===== src/rtl/piano_poly_tone.sv =====
// Polyphonic-key piano buzzer: debounced active-low keys, lowest-index priority,
// runtime octave shift and optional sustain, driving a square wave on `out`.
module piano_poly_tone #(
  parameter int                        N_KEYS       = 4,
  parameter int                        IDX_W        = 2,
  parameter int                        DIV_W        = 17,
  parameter logic [N_KEYS*DIV_W-1:0]   TONE_DIV     = {17'd71633, 17'd75758, 17'd85034, 17'd95420},
  parameter int                        DEBOUNCE_CYC = 1_000_000,
  parameter int                        SUSTAIN_CYC  = 0
) (
  input  logic              clk,
  input  logic              rst_n,
  input  logic [N_KEYS-1:0] keys,
  input  logic [1:0]        oct_shift,
  output logic              out,
  output logic              note_valid,
  output logic [IDX_W-1:0]  note_idx
);

  localparam int DB_W = (DEBOUNCE_CYC > 1) ? $clog2(DEBOUNCE_CYC) : 1;
  localparam int SU_W = (SUSTAIN_CYC > 1) ? $clog2(SUSTAIN_CYC) : 1;
  localparam logic [DB_W-1:0] DB_LAST  = DB_W'(DEBOUNCE_CYC - 1);
  localparam logic [SU_W-1:0] SUS_LAST = SU_W'((SUSTAIN_CYC > 0) ? SUSTAIN_CYC - 1 : 0);

  typedef enum logic [1:0] {
    IDLE,
    PLAY,
    SUSTAIN
  } state_t;

  logic [N_KEYS-1:0] sync1;
  logic [N_KEYS-1:0] sync2;
  logic [N_KEYS-1:0] key_db;
  logic [DB_W-1:0]   db_cnt [N_KEYS];

  logic [IDX_W-1:0]  sel;
  logic              any;

  state_t            state_q, state_nxt;
  logic [IDX_W-1:0]  idx_nxt;
  logic [DIV_W:0]    tone_cnt, cnt_nxt;
  logic [DIV_W:0]    half_q, half_nxt;
  logic [SU_W-1:0]   sus_cnt, sus_nxt;
  logic              out_nxt;

  logic              wrap;
  logic [DIV_W:0]    tick_cnt;
  logic              tick_out;
  logic [DIV_W:0]    tick_half;
  logic [DIV_W:0]    half_sel;

  // Half-period for a key under an octave shift; the down-shift widens by one bit so it cannot overflow.
  function automatic logic [DIV_W:0] half_of(input logic [IDX_W-1:0] idx, input logic [1:0] oct);
    logic [DIV_W-1:0] base;
    logic [DIV_W:0]   h;
    base = '0;
    for (int unsigned i = 0; i < N_KEYS; i++) begin
      if (idx == IDX_W'(i)) base = TONE_DIV[i*DIV_W +: DIV_W];
    end
    case (oct)
      2'd0:    h = {1'b0, base};
      2'd1:    h = {2'b0, base[DIV_W-1:1]};
      2'd2:    h = {3'b0, base[DIV_W-1:2]};
      default: h = {base, 1'b0};
    endcase
    if (h == '0) h = {{DIV_W{1'b0}}, 1'b1};
    return h;
  endfunction

  always_ff @(posedge clk or negedge rst_n) begin
    if (!rst_n) begin
      sync1  <= '1;
      sync2  <= '1;
      key_db <= '1;
      for (int unsigned i = 0; i < N_KEYS; i++) db_cnt[i] <= '0;
    end else begin
      sync1 <= keys;
      sync2 <= sync1;
      for (int unsigned i = 0; i < N_KEYS; i++) begin
        if (sync2[i] == key_db[i]) begin
          db_cnt[i] <= '0;
        end else if (db_cnt[i] == DB_LAST) begin
          key_db[i] <= sync2[i];
          db_cnt[i] <= '0;
        end else begin
          db_cnt[i] <= db_cnt[i] + 1'b1;
        end
      end
    end
  end

  always_comb begin
    sel = '0;
    any = 1'b0;
    for (int unsigned i = 0; i < N_KEYS; i++) begin
      if (!key_db[i] && !any) begin
        sel = IDX_W'(i);
        any = 1'b1;
      end
    end
  end

  // Octave changes take effect only at a wrap, so a period in flight is never cut short.
  always_comb begin
    half_sel  = half_of(sel, oct_shift);
    wrap      = (tone_cnt == half_q - 1'b1);
    tick_cnt  = wrap ? '0 : tone_cnt + 1'b1;
    tick_out  = wrap ? ~out : out;
    tick_half = wrap ? half_of(note_idx, oct_shift) : half_q;
  end

  always_comb begin
    state_nxt = state_q;
    idx_nxt   = note_idx;
    cnt_nxt   = tone_cnt;
    half_nxt  = half_q;
    out_nxt   = out;
    sus_nxt   = sus_cnt;
    case (state_q)
      IDLE: begin
        out_nxt = 1'b0;
        cnt_nxt = '0;
        if (any) begin
          state_nxt = PLAY;
          idx_nxt   = sel;
          half_nxt  = half_sel;
        end
      end
      PLAY: begin
        if (!any) begin
          if (SUSTAIN_CYC > 0) begin
            state_nxt = SUSTAIN;
            sus_nxt   = '0;
            cnt_nxt   = tick_cnt;
            out_nxt   = tick_out;
            half_nxt  = tick_half;
          end else begin
            state_nxt = IDLE;
            out_nxt   = 1'b0;
            cnt_nxt   = '0;
          end
        end else if (sel != note_idx) begin
          idx_nxt  = sel;
          cnt_nxt  = '0;
          half_nxt = half_sel;
        end else begin
          cnt_nxt  = tick_cnt;
          out_nxt  = tick_out;
          half_nxt = tick_half;
        end
      end
      SUSTAIN: begin
        if (any) begin
          state_nxt = PLAY;
          if (sel != note_idx) begin
            idx_nxt  = sel;
            cnt_nxt  = '0;
            half_nxt = half_sel;
          end else begin
            cnt_nxt  = tick_cnt;
            out_nxt  = tick_out;
            half_nxt = tick_half;
          end
        end else if (sus_cnt == SUS_LAST) begin
          state_nxt = IDLE;
          out_nxt   = 1'b0;
          cnt_nxt   = '0;
        end else begin
          sus_nxt  = sus_cnt + 1'b1;
          cnt_nxt  = tick_cnt;
          out_nxt  = tick_out;
          half_nxt = tick_half;
        end
      end
      default: begin
        state_nxt = IDLE;
        out_nxt   = 1'b0;
        cnt_nxt   = '0;
      end
    endcase
  end

  always_ff @(posedge clk or negedge rst_n) begin
    if (!rst_n) begin
      state_q    <= IDLE;
      note_idx   <= '0;
      note_valid <= 1'b0;
      tone_cnt   <= '0;
      half_q     <= {{DIV_W{1'b0}}, 1'b1};
      sus_cnt    <= '0;
      out        <= 1'b0;
    end else begin
      state_q    <= state_nxt;
      note_idx   <= idx_nxt;
      note_valid <= (state_nxt != IDLE);
      tone_cnt   <= cnt_nxt;
      half_q     <= half_nxt;
      sus_cnt    <= sus_nxt;
      out        <= out_nxt;
    end
  end

endmodule

===== config.mk =====
export PLATFORM = sky130hd
export DESIGN_NAME = piano_poly_tone
export DESIGN_NICKNAME = d
export VERILOG_FILES = /design/src/rtl/piano_poly_tone.sv
export SDC_FILE = /design/constraint.sdc
export NUM_CORES = 1
export LEC_CHECK = 0
export ABC_CLOCK_PERIOD_IN_PS = 3300
export CORE_MARGIN = 3
export CORE_UTILIZATION = 35
export CTS_CLUSTER_SIZE = 25
export DETAILED_ROUTE_END_ITERATION = 7
export PLACE_DENSITY_LB_ADDON = 0.2
export SLEW_MARGIN = 20
export SYNTH_ARGS = -nofsm -noshare
export SYNTH_HDL_FRONTEND = slang
export SYNTH_SLANG_ARGS = --single-unit

===== constraint.sdc =====
create_clock -name clk -period 3.3 [get_ports clk]
set_input_delay 0.99 -clock clk [delete_from_list [all_inputs] [get_ports clk]]
set_output_delay 0.99 -clock clk [all_outputs]
set_load 0.02 [all_outputs]

* Word level (Yosys, flattened, before mapping)
Index checks and enable logic that the tools add are counted.
W data, S select, Z words.
** Operators by class
- Add/sub/neg operators :: 7
- Multipliers :: 0
- Div/mod/pow operators :: 0
- $lt $le $gt $ge :: 0
- Eq/ne operators :: 25
- Shifts and indexed selects :: 0
- Muxes and demuxes :: 56
- Bitwise logic cells :: 6
- Reductions and logical operators :: 25
** Operator list (number)
- $mux W18 :: 13
- $pmux W18 S3 :: 3
- $mux W20 :: 8
- $mux W17 :: 8
- $add A20 B1 Y20 const B :: 4
- $eq A20 B20 Y1 const B :: 4
- $logic_not A18 Y1 :: 2
- $pmux W18 S2 :: 1
- $add A18 B1 Y18 const B :: 1
- $eq A18 B18 Y1 :: 1
- $mux W2 :: 9
- $sub A18 B1 Y18 const B :: 1
- $eq A2 B2 Y1 const B :: 6
- $mux W1 :: 11
- $reduce_and A2 Y1 :: 5
- $eq A2 B1 Y1 const B :: 4
- $logic_not A2 Y1 :: 4
- $reduce_and A4 Y1 :: 2
- $not A1 Y1 :: 6
- $pmux W2 S3 :: 1
- $logic_not A1 Y1 :: 5
- $eq A1 B1 Y1 :: 4
- $ne A2 B1 Y1 const B :: 2
- $ne A2 B2 Y1 const B :: 2
- 9 further kinds :: 12
** Storage, ports and cells
- Register bits after elaboration :: 135
- Bits in latches :: 0
- Memory bits (writable) :: 0
- ROM bits :: 0
- Bits of input ports :: 8
- Output and inout port bits :: 4
- Word-level logic and storage cells :: 136
- Memories kept :: 0

* Logic depth before layout (Yosys ltp)
Gate-level depths: netlist of the first run.
- Depth in word-level cells :: 20
- Gate-level depth with buffers :: 11
- Gate-level depth less buffers :: 10

* Worst setup path after synthesis of the first run
No wires, ideal clock.
- Path type :: reg2reg
- Start point :: reg half_q[1]
- End point :: reg half_q[15]
- Library setup time :: 126 ps
- Arrival :: 2917 ps
- Required time :: 3174 ps
- Setup slack :: 257 ps
- Cell stages (with the launch flop) :: 12
- Path buffers :: 2
- Clock period less this slack :: 3043 ps
- Cells stage by stage :: dfrtp_1 inv_1 ha_1 or4b_1 nor4_1 xnor2_1 nand3_1 or4_4 a21bo_1 buf_6 buf_8 a221o_1
** Between the ends
- Word-level cells in the longest chain between the ends :: 6
- Elaborated cells on any way between the ends :: 8
- Those cells by class :: add/sub: 1; eq/ne: 1; mux: 6
** RTL lines
- from (decl) :: line 42 : logic [DIV_W:0] half_q, half_nxt;
- from (signal assigned) :: line 189 : half_q <= {{DIV_W{1'b0}}, 1'b1};
- from (signal assigned) :: line 197 : half_q <= half_nxt;
- $sub A18 B1 Y18 * :: line 106 : wrap = (tone_cnt == half_q - 1'b1);
- $eq A18 B18 Y1 * :: line 106
- $mux W18 * :: line 109 : tick_half = wrap ? half_of(note_idx, oct_shift) : half_q;
- $mux W18 (on tied branches) :: line 164, 142, 155
- $mux W18 (on tied branches) :: line 153, 130
- $pmux W18 S3 * :: line 119 : case (state_q)
Mark *: on every way between the ends. The rest lies on a longest branch, timed or not. The select of a mux whose other input is x is not followed.
A chain may end at the register's enable or synchronous reset.

* Final worst setup path of the first run
- Start point :: reg half_q[0]
- End point :: reg half_q[2]
The elaborated chain is that of the path after synthesis.

==> results.toml, run 1 <==
[outcome]
status = "completed"

[yosys]
seq_area_frac_synth = 0.438
netlist_area_mm2 = 0.00769
async_flop_share = 1.00
synth_edf_count = 0
synthAdderAreaFrac = 0.0326
avgSynthCellArea_um2 = 9.23
ys_ff_latch = 134
synth-xor-area-share = 0.134
synth_top_family_by_area = "simple AND/OR/NAND/NOR gates"
syn_inst = 833
muxShareOfSynthArea = 0.0151
synth_flop_cell = "dfrtp_1"
ys_warn_count = 0
synth_compound_area_frac = 0.0980
synth_cell_type_count = 67
synthTopCellsByArea = "dfrtp_1, nor2_1, xnor2_1"
synth_top_cell_area_share = 0.394
synth_fp_nets = 861
synth.largest_area_cell = "dfrtp_1"
synthSimpleGateAreaFrac = 0.245

[route]
routedWlPerCell_um = 13.8
drt_iter0_markers = 273
via_per_inst = 5.02
drc_errors = 0
antenna_left = 0
drt_wl_total_mm = 15.6
vias = 5688
firstDrtPassIters = 4

[worst_hold_path]
hold_class = "reg -> reg"

[final_layout]
regArea_mm2 = 0.00337
multi_input_area_mm2 = 0.00405
syn2layout_area_growth_pct = 13.4
drive_above_1_share = 0.118
final_area_mm2 = 0.00872
final_nets = 872
fillers = 2076
n_antenna_cell = 0

[placement]
hpwl_mm = 10.9
portBuffers = 11
placed_area_mm2 = 0.00812
place_congestion = 0.816

[die]
num_rows = 53
start_util = 0.361
core_mm2 = 0.0213
ios = 12
die_w_um = 154
die_y_um = 154
dieArea_mm2 = 0.0238

[power]
powerDensity_mw_per_mm2 = 442
p_leak_nw = 3.72
ir_drop_mv = 0.316

[global_route]
grt_usage = 0.134
overflow = 0
grtUsageMet3 = 0.0308
grt_util_met1 = 0.187
grt_pass1_vias = 5314
grt_pass1_wl_mm = 26.3
grt_busiest_layer = "met2"
grt_max_degree = 70
antenna_found_initial = 0
grt_use_met2 = 0.208

[setup_path]
cp_top_family = "simple AND/OR/NAND/NOR gates"
cp.arrival_ns = 3.49
slowest_delay_ns = 0.61
crit_required_ns = 3.60
critPathLaunchType = "flop"
worstSetupPathType = "reg -> reg"
cp.buffers_inverters = 1
slowest_stage = "or4b_2"
cp_max_fo = 17
critPathCaptureType = "flop"
worstPathCellList = "inv_1 > ha_1 > or4b_2 > o21ai_0 > and3_1 > nand4_1 > or4_4 > a21bo_2 > a221o_2"

[sta]
min_period_ns = 3.19
tightest_slew_ns = 0.631
finalHoldViolations = 0
rsz0062_at_grt = "false"
finalCritPeriodShare = 0.966
finalSetupViolations = 0
fmax_mhz = 314
slew_viol_final = 0
tns_ns = 0
fin_worst_skew_ns = 0.00862
hold_slack_ns = 0.355
slew_headroom = 0.579

[clock_tree]
root_buffer = "clkbuf_16"
clkTransAtPathRegs_ns = 0.06
cts_tree = "done"
cts_buffers = 17
cts_buffer_depth = 2
post_cts_buffers = 0
htree_levels = 4
clock_latency_ns = 0.42
cts_sinks = 134

[job]
cap_viol_max_count = 0
[metal layers]
layer	vias to the layer above	share of wire
met4	0	0.010
met3	11	0.022
met2	48	0.47
met5	-	0
met1	2716	0.50
li1	2913	-
[cells in the final DEF, fill, tap and decap left out, drive strengths merged, types with 5 or more instances in the layout]
master         instances
nor2                 152
dfrtp                121
xnor2                 58
xor2                  57
nand2                 49
nand3                 44
inv                   36
a21oi                 29
o21ai                 24
and3                  24
buf                   22
ha                    20
clkbuf                17
nor3                  16
nand4                 16
a221o                 16
dfstp                 13
clkdlybuf4s50         10
or2                    9
nor4b                  8
a211oi                 8
nor4                   8
and4                   7
nand3b                 6
mux2i                  6
nor2b                  6
or3                    6
a31oi                  5
mux2                   5
or4                    5
[power by group]
part | leakage [nW] | switching, mW | internal (mW)
Sequential | 1.75 | 0.0405 | 1.68
Clock | 0.291 | 0.808 | 1.07
Combinational | 1.68 | 0.145 | 0.107
Total | 3.72 | 0.994 | 2.86
[final timing paths]
| kind | startpoint | endpoint | slack [ns] | depth (start not counted) |
|---|---|---|---|---|
| min in group asynchronous | rst_n | db_cnt[70]$_DFF_PN0_ | 0.56 | 1 |
| hold / removal | sync1[3]$_DFF_PN1_ | sync2[3]$_DFF_PN1_ | 0.36 | 0 |
| setup reg to reg | half_q[0]$_DFFE_PN1P_ | half_q[2]$_DFFE_PN0P_ | 0.11 | 9 |
| max in group asynchronous | rst_n | half_q[0]$_DFFE_PN1P_ | 1.98 | 2 |
| setup / recovery | half_q[0]$_DFFE_PN1P_ | half_q[2]$_DFFE_PN0P_ | 0.11 | 9 |
| hold reg to reg | sync1[3]$_DFF_PN1_ | sync2[3]$_DFF_PN1_ | 0.36 | 0 |
[cell type report]
class	count	area share
tap	275	0.0395
timing repair buffer	32	0.0323
clock inverter	15	0.0178
clock buffer	17	0.0488
multi-input combinational	633	0.464
sequential	134	0.386
inverter	26	0.0112
[what timing repair did]
action	in CTS	in global routing
cloned	0	0
hold buffers	0	0
setup endpoints to repair	3	16
pin swaps	0	1
resized for setup	1	3
[metrics by stage]
stage / setup WS, ns / util / power (mW) / cells
2_1_floorplan: 0.257 / - / 1.91 / 833
3_3_place_gp: 0.0498 / 0.382 / 2.01 / 1100
3_5_place_dp: 0.00625 / 0.382 / 2.01 / 1100
4_1_cts: 0.0895 / 0.409 / 3.92 / 1132
5_1_grt: 0.00351 / 0.410 / 4.03 / 1132
6_report: 0.113 / 0.410 / 3.85 / 1132
[flip-flops by register name, summed over array words and instances, names as in the netlist]
signal / flops
db_cnt: 80
half_q: 18
key_db: 4
note_idx: 2
note_valid: 1
out: 1
state_q: 2
sync1: 4
sync2: 4
tone_cnt: 18
[cells in the mapped netlist (5+ instances only)]
library cell,n
a21oi_1,29
a211oi_1,8
a221o_2,7
a221o_1,9
o21ai_0,24
mux2i_1,6
dfrtp_1,121
nand3b_1,6
mux2_2,5
or2_2,9
xor2_1,57
nor2b_1,6
a31oi_1,5
inv_1,26
or3_1,5
dfstp_2,13
and3_1,24
and4_1,7
nor3_1,16
nor4_1,8
nand4_1,16
nor4b_1,8
xnor2_1,58
nand2_1,49
clkbuf_1,28
nor2_1,152
nand3_1,44
ha_1,20
[cell families after synthesis]
logic type,after synthesis
xor+xnor,116
simple gates,376
buf+inv,66
compound gates,110
fa+ha+maj,20
mux,11
flops,134
(Power assumes the default switching activity.)
==> run 2: changes to the inputs <==
Settings changed: ABC_AREA from default to 1, CTS_CLUSTER_DIAMETER from default to 30, HOLD_SLACK_MARGIN from default to 0.05.
==> run 2 against run 1 <==
First-iteration DRC count is 22% higher. Critical path depth is 1 lower. Global-route usage is 2.5 points higher. Via count is 23% higher. Fmax is 21% higher. Clock-buffer cell count stayed put. Clock skew is 0.0013 ns higher. Cell count is 29% higher. Wire length is 22% higher. Flip-flop and latch count stayed put. Total power is 7.7% higher. Die area is 6.7% higher. Critical path type is now in -> reg. Largest power group unchanged. Highest routed layer unchanged.
==> results.toml, run 2 <==
[outcome]
status = "completed"

[yosys]
seq_area_frac_synth = 0.410
synth_edf_count = 0
synth.largest_area_cell = "dfrtp_1"
synth_top_cell_area_share = 0.368
syn_inst = 1109
netlist_area_mm2 = 0.00822
synthTopCellsByCount = "nand2_1, inv_1, nor2_1"
synth_fp_nets = 1137
synth_cell_type_count = 52
avgSynthCellArea_um2 = 7.41
synthTopCellsByArea = "dfrtp_1, nand2_1, inv_1"
yosysMostFrequentCell = "nand2_1"
ys_ff_latch = 134
synth_flop_cell = "dfrtp_1"
async_flop_share = 1.00
ys_warn_count = 0

[route]
routedWlPerCell_um = 13.0
vias = 6993
wl_met1_mm = 9.19
drc_errors = 0
top_layer = "met4"
drt_iter0_markers = 333
wl_met3_um = 747
firstDrtPassIters = 5
drt_wl_total_mm = 19.0
via_per_inst = 4.78
wl_met2_mm = 8.66
antenna_left = 0

[final_layout]
n_antenna_cell = 0
final_nets = 1166
fin_util = 0.411
syn2layout_area_growth_pct = 14.2
largest_register_ffs = 80
drive_above_1_share = 0.0834
final_common_cell = "nand2_1"
largest_register = "db_cnt"
final_area_mm2 = 0.00939
final_cell_mix = "nand2_1, inv_1, nor2_1"
reg_top3 = "db_cnt (80), half_q (18), tone_cnt (18)"

[power]
powerDensity_mw_per_mm2 = 442
p_leak_nw = 4.35
power_frac_comb = 0.089
ir_drop_mv = 0.306
clkPwrFrac = 0.487
p_seq_frac = 0.424
swShare = 0.279
switching_power_mw = 1.16
p_int_mw = 2.99

[sta]
setup_slack_ns = 0.666
hold_slack_ns = 0.358
tightest_slew_ns = 0.605
finalSetupViolations = 0
min_period_ns = 2.63
finalHoldViolations = 0
tns_ns = 0
fin_worst_skew_ns = 0.00996
finalCritPeriodShare = 0.798
rsz0062_at_grt = "false"
fmax_mhz = 380
slew_viol_final = 0
slew_headroom = 0.593

[setup_path]
worstSetupPathType = "in -> reg"
critPathLaunchType = "primary input"
slowest_delay_ns = 0.57
regToRegStartpoint = "half_q[1]$_DFFE_PN0P_"
cp_top_family = "buffers and inverters"
slowest_stage = "a2111oi_0"
cp_max_fo = 8
crit_required_ns = 3.61
reg2reg_slack_ns = 0.72
worstRegToRegCells = 14
r2r-end = "tone_cnt[4]$_DFF_PN0_"
cp.arrival_ns = 2.94
worstPathCellList = "clkdlybuf4s50_1 > clkinv_1 > nand2_1 > inv_1 > a2111oi_0 > o21ai_0 > inv_1 > a21oi_1"
cp.buffers_inverters = 4
cpMostUsedCell = "inv_1"
critPathCaptureType = "flop"

[clock_tree]
post_cts_buffers = 0
root_buffer = "clkbuf_16"
cts_buffers = 17
cts_tree = "done"
cts_buffer_depth = 2
cts_resized = 0
clock_latency_ns = 0.43
ctsHoldBuffers = 0
clkTransAtPathRegs_ns = 0.06
htree_levels = 4
cts_sinks = 134

[die]
die_w_um = 159
ios = 12
start_util = 0.360
dieArea_mm2 = 0.0254
num_rows = 55
core_mm2 = 0.0228
die_y_um = 159

[global_route]
grt_pass1_wl_mm = 33.4
antenna_found_initial = 0
grt_pass1_vias = 6914
grt_max_degree = 55
overflow = 0
grt_usage = 0.158

[worst_hold_path]
hold_depth = 0
holdPathEnd = "sync2[0]$_DFF_PN1_"
hold_class = "reg -> reg"
hp-start = "sync1[0]$_DFF_PN1_"

[job]
cap_viol_max_count = 0

[placement]
place_congestion = 0.900
dp_slack_ns = 0.253
placed_area_mm2 = 0.00876
portBuffers = 11
hpwl_mm = 14.1
==> run 2: cell types whose count changed after synthesis, moves of 8 or more <==
cell	change
o21ai_0	+38
a221o_1	-8
nor3_1	+16
a21oi_1	+37
xor2_1	-25
nor2_1	+10
nor4b_1	-8
and3_1	-21
xnor2_1	-39
inv_1	+141
nand2_1	+157
nand3_1	+41
clkbuf_1	-22
==> run 2: area by class of cell <==
class | count | area [um2]
fillers | 2381 | 13500
repair buffers | 25 | 229
flip-flops and latches | 134 | 3370
inverters | 178 | 668
multi-input cells | 782 | 4110
clock buffers | 17 | 425
well taps | 313 | 392
clock inverters | 15 | 198
==> run 2: logic make-up (layout without fill, tap and decap cells) <==
group                    after synthesis  in the layout  share of synthesized area
multiplexers                           4              4                    0.00548
XOR/XNOR                              51             51                     0.0543
AND/OR/NAND/NOR                      543            543                      0.297
adder cells (fa/ha/maj)               20             20                     0.0304
flip-flops                           134            134                      0.410
buffers and inverters                193            235                     0.0912
AO/OA/AOI/OAI                        164            164                      0.112
==> run 2: metrics by stage <==
step | total power [mW] | instances
after floorplan | 2.03 | 1109
after global placement | 2.16 | 1432
after detailed placement | 2.16 | 1432
after CTS | 4.22 | 1464
after global routing | 4.34 | 1464
final | 4.15 | 1464
==> run 2: power by group through the flow <==
stage	registers [mW]	clock network [mW]	logic [mW]
after floorplan	1.77	0	0.262
after global placement	1.79	0	0.371
after detailed placement	1.79	0	0.371
after CTS	1.76	2.08	0.372
after global routing	1.77	2.15	0.427
final	1.76	2.02	0.368
==> run 2: layer usage <==
layer / vias up / global-route usage
li1: 3651 / -
met3: 28 / 0.0317
met4: 0 / 0.0569
met5: - / 0
met2: 118 / 0.254
met1: 3196 / 0.213
==> run 2: how the worst max path moves through the flow <==
stage	from	endpoint	cells after the start
finish	oct_shift[0]	half_q[4]$_DFFE_PN0P_	8
global route	half_q[1]$_DFFE_PN0P_	tone_cnt[15]$_DFF_PN0_	14
CTS	half_q[1]$_DFFE_PN0P_	tone_cnt[4]$_DFF_PN0_	14
detailed placement	oct_shift[0]	half_q[4]$_DFFE_PN0P_	8
global placement	oct_shift[0]	half_q[4]$_DFFE_PN0P_	8
floorplan	oct_shift[0]	half_q[11]$_DFFE_PN0P_	8
